==> src/rtl/ifetch_queue.sv <==
// ----------------------------------------------------------------------------
// ifetch_queue
//
// Purpose:
//   Instruction fetch stage that sits directly behind the simulation
//   instruction memory. It owns the fetch PC and drives a word address to the
//   memory every cycle. The memory answers one cycle later with a word in its
//   own byte order. This block byte-reverses that word into RISC-V order and
//   buffers up to two {pc, inst} pairs. Decode drains the buffer through a
//   valid/ready handshake. A redirect from execute flushes every queued fetch
//   and the fetch that is in flight, then starts fetching from the target at
//   once.
//
// Parameters:
//   RESET_PC        PC of the first fetch after reset (word aligned).
//
// Ports:
//   clk             clock, all state updates on the rising edge
//   rst             synchronous active-high reset
//   imem_addr       word address to instruction memory (PC[31:2])
//   imem_inst       memory word for the previous cycle's address, byte-reversed
//   redirect_valid  replace the fetch PC and flush this cycle
//   redirect_pc     redirect target, bits [1:0] ignored
//   if_valid        queue head holds a valid instruction
//   if_ready        decode accepts the head this cycle
//   if_pc           PC of the head instruction
//   if_inst         head instruction in RISC-V byte order
// ----------------------------------------------------------------------------
module ifetch_queue #(
    parameter logic [31:0] RESET_PC = 32'h00000000
) (
    input  logic        clk,
    input  logic        rst,
    output logic [29:0] imem_addr,
    input  logic [31:0] imem_inst,
    input  logic        redirect_valid,
    input  logic [31:0] redirect_pc,
    output logic        if_valid,
    input  logic        if_ready,
    output logic [31:0] if_pc,
    output logic [31:0] if_inst
);

    // Fetch state
    logic [31:0] fetch_pc_q,    fetch_pc_d;
    logic        inflight_q,    inflight_d;
    logic [31:0] inflight_pc_q, inflight_pc_d;

    // Two-entry queue. Slot 0 is always the head, and slot 1 is behind it.
    logic [31:0] slot0_pc_q,   slot0_pc_d;
    logic [31:0] slot0_inst_q, slot0_inst_d;
    logic [31:0] slot1_pc_q,   slot1_pc_d;
    logic [31:0] slot1_inst_q, slot1_inst_d;
    logic [1:0]  count_q,      count_d;

    logic [31:0] redirect_target;
    logic [31:0] swapped_inst;
    logic        pop;
    logic        push;
    logic        issue;
    logic [2:0]  occupancy_next;

    // The low bits of the target are forced to zero, so the target is always word aligned.
    assign redirect_target = redirect_pc & 32'hFFFF_FFFC;

    // Convert the memory's byte order to RISC-V order.
    assign swapped_inst = {imem_inst[7:0], imem_inst[15:8],
                           imem_inst[23:16], imem_inst[31:24]};

    // Any handshake in a redirect cycle is discarded together with the
    // entry it would have accepted. Likewise, the response that arrives
    // during a redirect belongs to the old path and is not captured.
    assign pop  = if_valid & if_ready & ~redirect_valid;
    assign push = inflight_q & ~redirect_valid;

    // Issue a new fetch only if its response is sure to find a free slot
    // next cycle. Because of this rule, the queue never overflows, and at
    // most one fetch is ever outstanding.
    assign occupancy_next = {1'b0, count_q} - {2'b00, pop} + {2'b00, push} + 3'd1;
    assign issue          = (occupancy_next <= 3'd2);

    // While reset is held, the address shows the reset PC. This keeps the
    // memory pointed at the restart address even when reset is asserted
    // mid-stream, before the fetch PC register has been reloaded.
    assign imem_addr = rst            ? RESET_PC[31:2]        :
                       redirect_valid ? redirect_target[31:2] :
                                        fetch_pc_q[31:2];

    // The head outputs come straight from registers. This gives no
    // combinational path from if_ready to them.
    assign if_valid = (count_q != 2'd0);
    assign if_pc    = slot0_pc_q;
    assign if_inst  = slot0_inst_q;

    // Next-state logic for fetch control and the queue.
    always_comb begin
        fetch_pc_d    = fetch_pc_q;
        inflight_d    = inflight_q;
        inflight_pc_d = inflight_pc_q;
        slot0_pc_d    = slot0_pc_q;
        slot0_inst_d  = slot0_inst_q;
        slot1_pc_d    = slot1_pc_q;
        slot1_inst_d  = slot1_inst_q;
        count_d       = count_q;

        if (redirect_valid) begin
            // Flush, then issue the target in the same cycle. This makes
            // the target reach the head two cycles later.
            count_d       = 2'd0;
            inflight_d    = 1'b1;
            inflight_pc_d = redirect_target;
            fetch_pc_d    = redirect_target + 32'd4;
        end else begin
            inflight_d = issue;
            if (issue) begin
                inflight_pc_d = fetch_pc_q;
                fetch_pc_d    = fetch_pc_q + 32'd4;
            end

            case ({pop, push})
                2'b10: begin
                    slot0_pc_d   = slot1_pc_q;
                    slot0_inst_d = slot1_inst_q;
                    count_d      = count_q - 2'd1;
                end
                2'b01: begin
                    if (count_q == 2'd0) begin
                        slot0_pc_d   = inflight_pc_q;
                        slot0_inst_d = swapped_inst;
                    end else begin
                        slot1_pc_d   = inflight_pc_q;
                        slot1_inst_d = swapped_inst;
                    end
                    count_d = count_q + 2'd1;
                end
                2'b11: begin
                    // The occupancy does not change. The new word lands right
                    // behind whatever moves up to the head.
                    if (count_q == 2'd1) begin
                        slot0_pc_d   = inflight_pc_q;
                        slot0_inst_d = swapped_inst;
                    end else begin
                        slot0_pc_d   = slot1_pc_q;
                        slot0_inst_d = slot1_inst_q;
                        slot1_pc_d   = inflight_pc_q;
                        slot1_inst_d = swapped_inst;
                    end
                end
                default: ;
            endcase
        end
    end

    // State registers. Reset takes priority over redirect and handshake.
    always_ff @(posedge clk) begin
        if (rst) begin
            fetch_pc_q    <= RESET_PC;
            inflight_q    <= 1'b0;
            inflight_pc_q <= 32'h0;
            slot0_pc_q    <= 32'h0;
            slot0_inst_q  <= 32'h0;
            slot1_pc_q    <= 32'h0;
            slot1_inst_q  <= 32'h0;
            count_q       <= 2'd0;
        end else begin
            fetch_pc_q    <= fetch_pc_d;
            inflight_q    <= inflight_d;
            inflight_pc_q <= inflight_pc_d;
            slot0_pc_q    <= slot0_pc_d;
            slot0_inst_q  <= slot0_inst_d;
            slot1_pc_q    <= slot1_pc_d;
            slot1_inst_q  <= slot1_inst_d;
            count_q       <= count_d;
        end
    end

endmodule

==> config.mk <==
export PLATFORM = sky130hd
export DESIGN_NAME = ifetch_queue
export DESIGN_NICKNAME = d
export VERILOG_FILES = /design/src/rtl/ifetch_queue.sv
export SDC_FILE = /design/constraint.sdc
export NUM_CORES = 1
export LEC_CHECK = 0
export ABC_AREA = 1
export ABC_CLOCK_PERIOD_IN_PS = 2400
export CAP_MARGIN = 40
export CORE_ASPECT_RATIO = 1.2
export CORE_MARGIN = 10
export CORE_UTILIZATION = 44
export CTS_CLUSTER_DIAMETER = 150
export DETAILED_ROUTE_END_ITERATION = 7
export DONT_BUFFER_PORTS = 1
export PLACE_DENSITY_LB_ADDON = 0.25
export SYNTH_ARGS = -nofsm -noshare
export SYNTH_HDL_FRONTEND = slang
export SYNTH_SLANG_ARGS = --single-unit
==> constraint.sdc <==
create_clock -name clk -period 2.4 [get_ports clk]
set_clock_uncertainty 0.1 [all_clocks]
set_input_delay 0.36 -clock clk [delete_from_list [all_inputs] [get_ports clk]]
set_output_delay 0.36 -clock clk [all_outputs]
set_load 0.1 [all_outputs]
==> out/qor.yml <==
fmax_ghz: 0.413
worstHoldEndpoint: "if_pc[21]$_SDFFE_PP0P_"
hold_violations: 0
seq_power_share: 0.397
hp-start: "rst"
vias_per_cell: 5.17
end_kind: "flop"
synthToLayoutAreaGrowth_pct: 32.1
p_total_mw: 8.57
drt_iter0_markers: 575
setup_slack_ns: -0.0224
p_leak_nw: 5.51
stdcell_count: 1791
internal-power_mw: 5.90
cp_slowest_cell: "fa_2"
port-buffer-count: 0
peakVddDrop_mv: 0.494
dp.cells: 1725
drt-wirelength-per-cell_um: 15.9
die_area_um2: 27900
crit_arrival_ns: 2.70
cts.htree.levels: 4
grt_pass1_vias: 8556
grt_overflow_total: 0
r2r-end: "inflight_pc_q[13]$_SDFFE_PP0P_"
slowest_delay_ns: 0.38
failed_checks: "negative setup slack"
clk_latency_ns: 0.44
drt.antenna.violating_nets: 0
place_worst_setup_slack_ns: -0.0605
via_count: 9263
fin_crit_ns: 2.42
synthArstFlopShare: 0
r2r_setup_slack_ns: -0.02
dp_hpwl_um: 18300
synth.ff_latch_count: 187
finalCritPeriodShare: 1.01
pwr_density_cell_nw_per_um2: 683
grt_max_degree: 57
cts_sinks: 187
drt_first_pass_iters: 5
crit_path_start: "count_q[1]$_SDFFE_PP0P_"
synth_edf_count: 0
route.detailed.drc: 0
clkPwrFrac: 0.377
avgSynthCellArea_um2: 6.81
combPwrFrac: 0.226
yosys_warnings: 0
drv_slew: 0
critPathKind: "reg2reg"
required_ns: 2.68
switching_share: 0.312
diodes: 0
dieWidth_um: 154
synth_cell_type_count: 38
antenna_found_initial: 0
root_buffer: "clkbuf_16"
cap_violations: 0
whs_ns: 0.00785
crit_fanout: 19
io_pins: 163
final_nets: 1586
relSlewSlack: 0.571
fin_util: 0.594
gr-usage-all-layers: 0.191
crit_chain: "inv_2, ha_4, clkinvlp_4, nand3_2, inv_2, fa_2, ha_4, nor2_1, nand2_4, inv_8, buf_12, nor2_4, buf_4, buf_4, nor2_1"
cts.clk_slew.worst_paths_ns: 0.07
core_um2: 21100
p_sw_mw: 2.67
drive_gt1_frac: 0.247
cts_made_buffers: 17
dpl_cell_area_um2: 11200
worst_pin_slew_ns: 0.644
worst_r2r_startpoint: "count_q[1]$_SDFFE_PP0P_"
ff2ff_path_depth: 15
holdPathStages: 3
syn_inst: 1394
finalSetupTns_ns: -0.0449
syn_area_um2: 9490
rows: 58
grt_pass1_wl_um: 44800
rsz0062_at_grt: "yes"
status: "complete, but fails checks"
synth_ff_type: "dfxtp_1"
stdcell_area_um2: 12500
cts_tree: "yes"
ys_seq_area_frac: 0.394
cts_buffer_depth: 2
initial_core_util: 0.450
min_path_type: "in2reg"
place_congestion: 0.852
cp-start-kind: "flop"
setup_viol: 4
fp.dieH_um: 181
drt-total-wl_um: 28500
==> timing repair <==
action                                  in CTS  in global routing
resized for setup                           13                 45
cloned                                       0                  7
endpoints found under the setup margin      29                 88
endpoints found under the hold margin       78                  4
pin swaps                                    2                 12
setup buffers                                1                  3
hold buffers                                23                  1
==> routing by layer <==
metal | GRT usage | vias up | share of wire
li1 | - | 4672 | -
met1 | 0.247 | 4252 | 0.44
met2 | 0.307 | 307 | 0.47
met3 | 0.0459 | 32 | 0.074
met4 | 0.0552 | 0 | 0.016
met5 | 0 | - | 0
==> synthesized netlist by cell type (all sizes together), types with 5 or more instances <==
cell type | n | area (um^2)
nand2 | 191 | 845
dfxtp | 187 | 3740
o21ai | 213 | 1090
inv | 198 | 743
or2 | 34 | 213
buf | 42 | 268
a21oi | 141 | 706
clkbuf | 50 | 188
nor2 | 202 | 875
ha | 8 | 100
a31oi | 5 | 31.3
nand3 | 104 | 546
nor3 | 5 | 35.0
==> power by group through the flow <==
stage / combinational (mW) / sequential (mW) / clock (mW)
finish: 1.94 / 3.40 / 3.23
global route: 2.09 / 3.42 / 3.38
CTS: 1.86 / 3.40 / 3.27
detailed placement: 1.78 / 3.47 / 0
global placement: 1.77 / 3.46 / 0
floorplan: 1.03 / 3.72 / 0
==> state kept, by name, indices dropped and copies added, names as in the netlist <==
| name | cells |
|---|---|
| if_inst | 32 |
| slot1_inst_q | 32 |
| slot1_pc_q | 30 |
| count_q | 2 |
| fetch_pc_q | 30 |
| inflight_pc_q | 30 |
| if_pc | 30 |
| inflight_q | 1 |
==> layout make-up <==
type                    count  area [um^2]
well taps                 270          338
fillers                  2000         8570
multi-input cells         917         4900
repair buffers            187         2130
clock inverters            13          239
clock buffers              18          429
inverters                 199          758
flip-flops and latches    187         3750
==> worst max-delay path: cells and delay by family (launching register included) <==
family                   cells  cell delay (ns)
adder cells (fa/ha/maj)      3             0.70
flip-flops                   1             0.32
AND/OR/NAND/NOR              5             0.49
buffers and inverters        7             0.74
==> placed cells by master, fill, tap and decap left out, drive strengths merged, types with 8 or more instances in the layout <==
cell,n
nand2,191
inv,201
a21oi,141
ha,8
or2,34
buf,158
nor2,202
nand3,104
dlygate4sd3,23
clkbuf,24
dfxtp,187
o21ai,213
==> cells by family (layout without fill, tap and decap cells) <==
logic type / after synthesis / after routing / synth area share
AOI/OAI and AO/OA: 364 / 364 / 0.197
xor gates and xnor gates: 2 / 2 / 0.00185
adders and majority gates: 9 / 9 / 0.0127
buffers and inverters: 291 / 417 / 0.127
DFF: 187 / 187 / 0.394
other: 1 / 2 / 0.000395
and+or+nand+nor: 540 / 540 / 0.267
==> worst max path at each step <==
stage                                           endpoint  slack (ns)  depth (start not counted)
after floorplan              fetch_pc_q[19]$_SDFFE_PP0P_       -0.45                         16
after global placement       fetch_pc_q[23]$_SDFFE_PP0P_        0.01                         16
after detailed placement     fetch_pc_q[22]$_SDFFE_PP0P_       -0.06                         14
after CTS                    fetch_pc_q[23]$_SDFFE_PP0P_       -0.02                         16
after global routing         fetch_pc_q[19]$_SDFFE_PP0P_       -0.16                         17
final                     inflight_pc_q[13]$_SDFFE_PP0P_       -0.02                         15
No activity file was read; power rests on OpenSTA's default activity.
==> variant: new RTL, same flow settings <==
Reset style: asynchronous (`rst`), changed in one clocked block. Comments in the files are not updated.
--- a/src/rtl/ifetch_queue.sv
+++ b/src/rtl/ifetch_queue.sv
@@ -152,7 +152,7 @@
     end
 
     // State registers. Reset takes priority over redirect and handshake.
-    always_ff @(posedge clk) begin
+    always_ff @(posedge clk or posedge rst) begin
         if (rst) begin
             fetch_pc_q    <= RESET_PC;
             inflight_q    <= 1'b0;
Check against the original RTL: differs if rst is asserted again (counterexample within 4 cycles, from zero or initial values and one cycle with rst high); with rst held inactive, the same outputs for 4 cycles.
==> variant against the unedited design <==
The flow still finishes with violations (negative setup slack); first-iteration DRC count is 9.7% lower; area after synthesis is 4.7% lower; setup slack got worse by 0.0058 ns; sequential cell count unchanged; utilization shrank 2.5 points; cell area decreased by 8.2%; critical endpoint is now inflight_pc_q[30]; critical path type unchanged; wire length decreased by 14%.
Power is left out: the tool's default activity adds up to more than one toggle a clock period on the data nets, which glitch-free logic cannot reach.
==> variant: results (changes against the unedited design) <==
- Routed WL per cell: 16.4 um (+3.2%)
- M1 GR Usage: 24.5% (-0.24 points)
- TritonRoute pass-1 iters: 4 (-1)
- Worst path top cell family by delay: adder cells
- Worst-Margin Slew: 0.524 ns (-0.120 ns)
- Synth async-reset ratio: 100% (+100 points)
- Failing checks: negative setup slack
- Via count: 7631 (-18%)
- YS warnings: 0 (unchanged)
- Main synth FF type: dfrtp_1
- Placed inst area: 10300 um2 (-8.3%)
- Synth cell types: 37 (-2.6%)
- Met2 Wirelength: 11500 um (-15%)
- CP max FO: 10 (-9)
- CP max stage cell: dfrtp_1
- Final setup vio count: 14 (+10)
- Met2 Use GR: 27.9% (-2.8 points)
- Iter 0 DRT Violations: 519 (-9.7%)
- Final WL: 24500 um (-14%)
- First-pass GRT wire length: 38800 um (-13%)
- Post-synthesis mux area share: 4.86% (+4.9 points)
- Placer congestion estimate: 0.921 (+8.1%)
- Total GRT Usage: 18.1% (-0.99 points)
- WL met1: 10800 um (-13%)
- Adder-cell share of the synthesized area: 0.913% (-0.35 points)
- Nets@finish: 1290 (-19%)
- Status: finished with violations
- Syn_area_per_cell: 8.37 um2 (+23%)
- DP HPWL: 16600 um (-9.0%)
- DRC: 0 (unchanged)
- GR Util met3: 4.63% (+0.045 points)
- Met3 wire length: 1870 um (-12%)
- DP Worst Slack: -0.0407 ns (+0.0198 ns)
- Vias in the first global route: 7360 (-14%)
- Xor/xnor cell area share of the yosys netlist: 0% (-0.18 points)
- Top post-synthesis cells by area: dfrtp_1 52%, nand2_1 11%, nor2_1 6.2%
- Final worst slack: -0.0282 ns (-0.00577 ns)
- Layout cell share with drive strength beyond 1: 25.3% (+0.61 points)
[variant: changes by cell type in the layout (fill, tap and decap cells not counted), moves of 23 or more]
| cell | change |
|---|---|
| a21oi_1 | -106 |
| a31oi_1 | +35 |
| buf_12 | -31 |
| dfrtp_1 | +187 |
| dfxtp_1 | -185 |
| inv_1 | -121 |
| mux2_2 | +39 |
| nand2_1 | +105 |
| nand3_1 | -23 |
| o21ai_0 | -127 |
| or2_2 | -24 |
[variant: layout make-up]
type	count	area, um2	area share [%]
Tap cell	265	332	2.88
Inverter	77	318	2.76
Multi-Input combinational cell	755	3960	34.4
Clock inverter	13	134	1.16
Timing Repair Buffer	178	1670	14.5
Sequential cell	187	4680	40.6
Clock buffer	18	429	3.73
[variant: metrics by stage]
step	hold slack, ns	setup TNS [ns]	utilization (%)
after global routing	0.0161	-4.31	56.9
final	0.0216	-0.185	56.9
after detailed placement	0.191	-0.240	50.7
after global placement	0.193	0	50.7
after floorplan	0.342	-120.72	-
after CTS	0.00128	-0.00752	55.4
[variant: kinds of logic after synthesis]
group	count (synthesis)
compound gates	171
fa+ha+maj	6
buf+inv	140
flops	187
mux	39
other cells	1
simple gates	537
[variant: path summary, 6_finish.rpt]
path	cells past startpoint	to	startpoint
max reg2reg	14	inflight_pc_q[30]	count_q[0]
max	14	inflight_pc_q[30]	count_q[0]
max in group asynchronous	3	slot1_inst_q[27]	rst
min in group asynchronous	2	slot1_pc_q[30]	rst
min reg2reg	2	fetch_pc_q[3]	fetch_pc_q[3]
min	2	if_inst[22]	imem_inst[14]
[variant: what timing repair did]
item,in CTS,in global routing
endpoints found under the setup margin,31,56
hold buffers,33,0
endpoints found under the hold margin,78,0
cloned,0,7
pin swaps,1,2
resized for setup,5,29
buffers inserted,6,5
